<file path="src/rtl/seed_core_arbiter.sv">
// Two-channel round-robin front end for a shared SEED core.
// Caches the loaded key and mode, sequences Krdy/Drdy, and aborts hung core operations.
module seed_core_arbiter #(
  parameter int unsigned TIMEOUT = 64
) (
  input  logic         CLK,
  input  logic         RST,
  input  logic         req0,
  input  logic         req1,
  input  logic         encdec0,
  input  logic         encdec1,
  input  logic [127:0] key0,
  input  logic [127:0] key1,
  input  logic [127:0] din0,
  input  logic [127:0] din1,
  output logic         ack0,
  output logic         ack1,
  output logic         done0,
  output logic         done1,
  output logic         err0,
  output logic         err1,
  output logic [127:0] dout,
  input  logic         key_flush,
  output logic         core_EN,
  output logic [127:0] core_Kin,
  output logic [127:0] core_Din,
  output logic         core_EncDec,
  output logic         core_Krdy,
  output logic         core_Drdy,
  input  logic [127:0] core_Dout,
  input  logic         core_Dvld,
  input  logic         core_Kvld,
  input  logic         core_BSY
);

  typedef enum logic [2:0] {S_IDLE, S_KEY, S_KWAIT, S_DATA, S_DWAIT, S_RESP} state_e;

  localparam logic [7:0] WDOG_LAST = 8'(TIMEOUT - 1);

  state_e       state_q;
  logic         gnt_q, rr_last_q;
  logic         key_valid_q, cached_encdec_q;
  logic [127:0] cached_key_q;
  logic [7:0]   wdog_q;
  logic [127:0] dout_q, kin_q, din_q;
  logic         encdec_q;
  logic         ack0_q, ack1_q, done0_q, done1_q, err0_q, err1_q;

  logic         gnt_d, encdec_d, hit_d;
  logic [127:0] key_d, din_d;

  always_comb begin
    gnt_d = req1;
    if (req0 && req1) gnt_d = ~rr_last_q;
    key_d    = gnt_d ? key1 : key0;
    din_d    = gnt_d ? din1 : din0;
    encdec_d = gnt_d ? encdec1 : encdec0;
    hit_d    = key_valid_q && (key_d == cached_key_q) && (encdec_d == cached_encdec_q);
  end

  always_ff @(posedge CLK or posedge RST) begin
    if (RST) begin
      state_q         <= S_IDLE;
      gnt_q           <= 1'b0;
      rr_last_q       <= 1'b1;
      key_valid_q     <= 1'b0;
      cached_key_q    <= '0;
      cached_encdec_q <= 1'b0;
      wdog_q          <= '0;
      dout_q          <= '0;
      kin_q           <= '0;
      din_q           <= '0;
      encdec_q        <= 1'b0;
      ack0_q          <= 1'b0;
      ack1_q          <= 1'b0;
      done0_q         <= 1'b0;
      done1_q         <= 1'b0;
      err0_q          <= 1'b0;
      err1_q          <= 1'b0;
    end else begin
      ack0_q  <= 1'b0;
      ack1_q  <= 1'b0;
      done0_q <= 1'b0;
      done1_q <= 1'b0;
      err0_q  <= 1'b0;
      err1_q  <= 1'b0;
      case (state_q)
        S_IDLE: begin
          if (req0 || req1) begin
            kin_q     <= key_d;
            din_q     <= din_d;
            encdec_q  <= encdec_d;
            gnt_q     <= gnt_d;
            rr_last_q <= gnt_d;
            ack0_q    <= ~gnt_d;
            ack1_q    <= gnt_d;
            state_q   <= hit_d ? S_DATA : S_KEY;
          end
        end
        S_KEY: begin
          key_valid_q <= 1'b0;
          wdog_q      <= '0;
          state_q     <= S_KWAIT;
        end
        S_KWAIT: begin
          if (core_Kvld) begin
            key_valid_q     <= 1'b1;
            cached_key_q    <= kin_q;
            cached_encdec_q <= encdec_q;
            state_q         <= S_DATA;
          end else if (wdog_q == WDOG_LAST) begin
            key_valid_q <= 1'b0;
            done0_q     <= ~gnt_q;
            done1_q     <= gnt_q;
            err0_q      <= ~gnt_q;
            err1_q      <= gnt_q;
            state_q     <= S_RESP;
          end else begin
            wdog_q <= wdog_q + 8'd1;
          end
        end
        // The core may still be busy from a previous block; wait without a watchdog.
        S_DATA: begin
          if (!core_BSY) begin
            wdog_q  <= '0;
            state_q <= S_DWAIT;
          end
        end
        S_DWAIT: begin
          if (core_Dvld) begin
            dout_q  <= core_Dout;
            done0_q <= ~gnt_q;
            done1_q <= gnt_q;
            state_q <= S_RESP;
          end else if (wdog_q == WDOG_LAST) begin
            key_valid_q <= 1'b0;
            done0_q     <= ~gnt_q;
            done1_q     <= gnt_q;
            err0_q      <= ~gnt_q;
            err1_q      <= gnt_q;
            state_q     <= S_RESP;
          end else begin
            wdog_q <= wdog_q + 8'd1;
          end
        end
        S_RESP:  state_q <= S_IDLE;
        default: state_q <= S_IDLE;
      endcase
      // A flush overrides any key-valid update made above, including a coincident Kvld.
      if (key_flush) key_valid_q <= 1'b0;
    end
  end

  assign ack0        = ack0_q;
  assign ack1        = ack1_q;
  assign done0       = done0_q;
  assign done1       = done1_q;
  assign err0        = err0_q;
  assign err1        = err1_q;
  assign dout        = dout_q;
  assign core_EN     = 1'b1;
  assign core_Kin    = kin_q;
  assign core_Din    = din_q;
  assign core_EncDec = encdec_q;
  assign core_Krdy   = (state_q == S_KEY);
  assign core_Drdy   = (state_q == S_DATA) && !core_BSY;

endmodule

</file>
<file path="config.mk">
export PLATFORM = sky130hd
export DESIGN_NAME = seed_core_arbiter
export DESIGN_NICKNAME = d
export VERILOG_FILES = /design/src/rtl/seed_core_arbiter.sv
export SDC_FILE = /design/constraint.sdc
export NUM_CORES = 1
export LEC_CHECK = 0
export ABC_AREA = 1
export BUFFER_PORTS_ARGS = -buffer_cell sky130_fd_sc_hd__buf_2
export CAP_MARGIN = 20
export CORE_AREA = 4 4 400 402
export CTS_BUF_LIST = sky130_fd_sc_hd__clkbuf_16
export DETAILED_ROUTE_END_ITERATION = 10
export DIE_AREA = 0 0 404 406
export PLACE_DENSITY = 0.41
export SYNTH_ARGS = -nofsm -noshare
export SYNTH_HDL_FRONTEND = slang
export SYNTH_SLANG_ARGS = --single-unit
</file>
<file path="constraint.sdc">
create_clock -name CLK -period 44.7 [get_ports CLK]
set_input_delay 8.94 -clock CLK [delete_from_list [all_inputs] [get_ports CLK]]
set_output_delay 8.94 -clock CLK [all_outputs]
set_load 0.1 [all_outputs]
</file>
==> results.sh <==
export IMPL_outcome="finished clean"
export IMPL_grt_first_pass_wirelength_microns=185000
export IMPL_clock_tree_buffer_depth=3
export IMPL_worst_reg2reg_startpoint="rr_last_q$_DFFE_PP1P_"
export IMPL_drt_first_pass_iters=5
export IMPL_vias_per_cell=3.98
export IMPL_gp_routability_congestion=0.897
export IMPL_timing_critical_path_slowest_stage_cell="sky130_fd_sc_hd__buf_2"
export IMPL_initial_utilization=0.162
export IMPL_synth_area_leaders="sky130_fd_sc_hd__dfrtp_1, sky130_fd_sc_hd__nand2_1, sky130_fd_sc_hd__nand3_1, sky130_fd_sc_hd__o21ai_0, sky130_fd_sc_hd__inv_1"
export IMPL_grt_max_degree=99
export IMPL_dieHeight_microns=406
export IMPL_worstPathMaxFanout=3
export IMPL_numClockSinks=534
export IMPL_area_delta_synth_final_pct=38.7
export IMPL_cts_tree="yes"
export IMPL_post_cts_buffers=0
export IMPL_yosysSeqAreaShare=0.528
export IMPL_clockRootBuffer="sky130_fd_sc_hd__clkbuf_16"
export IMPL_synth_seq_cells=534
export IMPL_numCtsBuffers=74
export IMPL_tightest_slew_ps=1000
export IMPL_vias_in_the_first_global_route=26000
export IMPL_synthDominantAreaCellType="sky130_fd_sc_hd__dfrtp_1"
export IMPL_fillerInstances=17700
export IMPL_post_route_cells_drive_above_1_share=0.268
export IMPL_critPathArrivalTime_ps=9720
export IMPL_timing_critical_path_max_delay_family="buffers and inverters"
export IMPL_ios=1044
export IMPL_final_net_count=5036
export IMPL_timing_clock_skew_ps=25.0
export IMPL_setup_violations=0
export IMPL_crit_path_end_kind="output pin"
export IMPL_worst_path_buf_inv=2
export IMPL_hold_path_startpoint="dout[94]$_DFFE_PP0P_"
export IMPL_post_cts_resized=0
export IMPL_worst_slew_margin_rel=0.330
export IMPL_layout_cells_non_filler=6523
export IMPL_yosysUniqueCellTypes=34
export IMPL_post_route_period_util=0.417
export IMPL_die_x_microns=404
export IMPL_antenna_found_initial=59
export IMPL_hold_path_class="reg -> reg"
export IMPL_placeableCoreArea_sq_um=156000
export IMPL_synthesis_nets=4061
export IMPL_area_share_of_the_largest_cell_type_after_synthesis=0.527
export IMPL_post_dr_wirelength_cell_microns=20.2
export IMPL_dp_cells=6367
export IMPL_critPathLaunchType="input pin"
export IMPL_min_delay_path_depth=2
export IMPL_iteration_0_drc_markers=1684
export IMPL_syn_inst=3410
export IMPL_clock_insertion_delay_worst_skew_ps=650
export IMPL_clkSlewWorstSetupHoldPaths_ps=50
export IMPL_r2r_setup_slack_ps=39820
export IMPL_maximum_capacitance_violations=0
export IMPL_timing_critical_path_slowest_cell_delay_ps=470
export IMPL_seqCellArea_sq_um=13400
export IMPL_hold_path_end="dout[94]$_DFFE_PP0P_"
export IMPL_finalWorstPathRequiredPeriod_ps=18660
export IMPL_rsz0062_at_grt="false"
export IMPL_setup_tns_final_ps=0
export IMPL_multi_input_area_sq_um=10100
export IMPL_grt_use_total=0.154
export IMPL_grt_remaining_overflow=0
export IMPL_critical_path_required_ps=35760
export IMPL_detailroute_via_count=25900
export IMPL_number_of_hold_violations_in_the_final_report=0
export IMPL_num_rows=145
export IMPL_hold_worst_slack_ps=469
export IMPL_synth_cell_area_sq_um=25300
export IMPL_r2r_end="state_q[1]$_DFFE_PP0P_"
export IMPL_dp_final_hpwl_microns=101000
export IMPL_hold_buffers=0
export IMPL_area_enclosed_by_the_die_boundary_sq_um=164000
export IMPL_finalWorstSetupSlack_ps=26040
export IMPL_count_of_pins_over_their_slew_limit=0
export IMPL_ctsHtreeMaxLevel=3
export IMPL_postRouteAntennaNets=0
export IMPL_setup_worst_path_class="in -> out"
export IMPL_detailedPlace_worstSlack_ps=26050
export IMPL_yosys_warnings=0
export IMPL_io_buffer_count=1042
export IMPL_fmax_mhz=53.6
export IMPL_synth_area_per_cell_sq_um=7.43
export IMPL_cpMostUsedCell="sky130_fd_sc_hd__buf_2"
export IMPL_worst_r2r_path_depth=16
export IMPL_final_routed_drc_violation_total=0
export IMPL_path_cells="buf_2 -> nor3_1 -> buf_2"
export IMPL_totalWireLength_microns=132000
## synthesized netlist by cell type (all sizes together)
cell and n:
nand3b 39, nor3b 4, o22ai 2, o21ai 265, a21oi 8, inv 323, ha 1, nor2 71
xnor2 1, buf 61, nor3 9, dfrtp 533, nand3 334, a22o 1, a211oi 1, o211ai 13
dfstp 1, a31oi 1, or2 1, and2 1, nand2 1617, clkbuf 109, xor2 5, conb 1
nand4 8
## registers in the layout, summed over array words and instances (netlist names), 3 cells and up
| register | cells |
|---|---|
| cached_key_q | 128 |
| core_Din | 128 |
| core_Kin | 128 |
| dout | 128 |
| state_q | 3 |
| wdog_q | 8 |
## worst max-delay path by stage
stage / slack, ps / start / end / cells past startpoint
final: 26040 / core_BSY / core_Drdy / 3
after global routing: 26040 / core_BSY / core_Drdy / 3
after CTS: 26050 / core_BSY / core_Drdy / 3
after detailed placement: 26050 / core_BSY / core_Drdy / 3
after global placement: 26060 / core_BSY / core_Drdy / 3
after floorplan: 20840 / RST / ack0$_DFF_PP0_ / 1
## kinds of logic after synthesis
family / synth area share
AND/OR/NAND/NOR: 0.334
AO/OA/AOI/OAI: 0.0593
flip-flops: 0.528
buffers and inverters: 0.0763
adder cells (fa/ha/maj): 0.000494
other: 0.000148
XOR/XNOR: 0.00208
## cells in the final DEF (no fill, tap or decap), types with 2 or more instances in the layout
master                       synthesis  routed
sky130_fd_sc_hd__o211ai_1           13      13
sky130_fd_sc_hd__nand2_4             1       3
sky130_fd_sc_hd__o21ai_1             9       9
sky130_fd_sc_hd__clkbuf_16           0      74
sky130_fd_sc_hd__nand3b_1           39      39
sky130_fd_sc_hd__clkinv_16           0       4
sky130_fd_sc_hd__nand4_1             8       8
sky130_fd_sc_hd__nand3_1           334     334
sky130_fd_sc_hd__nor3b_1             4       4
sky130_fd_sc_hd__o21ai_0           256     256
sky130_fd_sc_hd__nor2_1             71      69
sky130_fd_sc_hd__nand2_1          1615    1613
sky130_fd_sc_hd__diode_2             0      23
sky130_fd_sc_hd__dfrtp_1           533     533
sky130_fd_sc_hd__nor3_1              8       8
sky130_fd_sc_hd__clkinvlp_4          0       6
sky130_fd_sc_hd__bufinv_16           0       5
sky130_fd_sc_hd__clkinv_2            0      11
sky130_fd_sc_hd__buf_2              45    1041
sky130_fd_sc_hd__clkinv_8            0       3
sky130_fd_sc_hd__a21oi_1             7       7
sky130_fd_sc_hd__inv_8               0       4
sky130_fd_sc_hd__clkinv_1            0      17
sky130_fd_sc_hd__inv_1             322     329
sky130_fd_sc_hd__o22ai_1             2       2
sky130_fd_sc_hd__xor2_1              5       5
sky130_fd_sc_hd__nor2_4              0       2
sky130_fd_sc_hd__buf_4               5      28
## worst register-to-register path, cell delays in order (launching register included)
cell	delay (ps)
sky130_fd_sc_hd__dfstp_2	570
sky130_fd_sc_hd__nand2_4	370
sky130_fd_sc_hd__nand2_8	570
sky130_fd_sc_hd__buf_4	800
sky130_fd_sc_hd__buf_4	740
sky130_fd_sc_hd__nand2_1	180
sky130_fd_sc_hd__nand3_1	120
sky130_fd_sc_hd__nand2_1	80
sky130_fd_sc_hd__nor2_1	450
sky130_fd_sc_hd__nand2_1	110
sky130_fd_sc_hd__nor2_1	130
sky130_fd_sc_hd__nand3_1	80
sky130_fd_sc_hd__nor2_1	140
sky130_fd_sc_hd__nand3_1	250
sky130_fd_sc_hd__nand2_1	130
sky130_fd_sc_hd__nand2_1	50
sky130_fd_sc_hd__nand2_1	50
## stage by stage
stage                     area (sq um)   util
after detailed placement         32700  0.209
final                            35100  0.225
after CTS                        35100  0.225
after global placement           32700  0.209
after global routing             35100  0.225
after floorplan                  25300      -
## routing by layer
metal  part of all wire  routed length (microns)  up-vias  track usage
met4              0.030                     3890       18       0.0545
li1                   -                        -    12600            -
met1               0.39                    51400    12200        0.179
met5            0.00093                      123        -            0
met3              0.082                    10800      217       0.0498
met2               0.50                    65400      940        0.266
## area by class of cell
type | count | share of cell area
antenna | 23 | 0.00164
clock buffer | 74 | 0.0527
clock inverter | 59 | 0.0156
inverter | 323 | 0.0352
multi-input combinational | 2383 | 0.287
sequential | 534 | 0.380
tap | 2058 | 0.0733
timing repair buffer | 1069 | 0.154
Power is left out: the tool's default activity adds up to more than one toggle a clock period on the data nets, which glitch-free logic cannot reach.
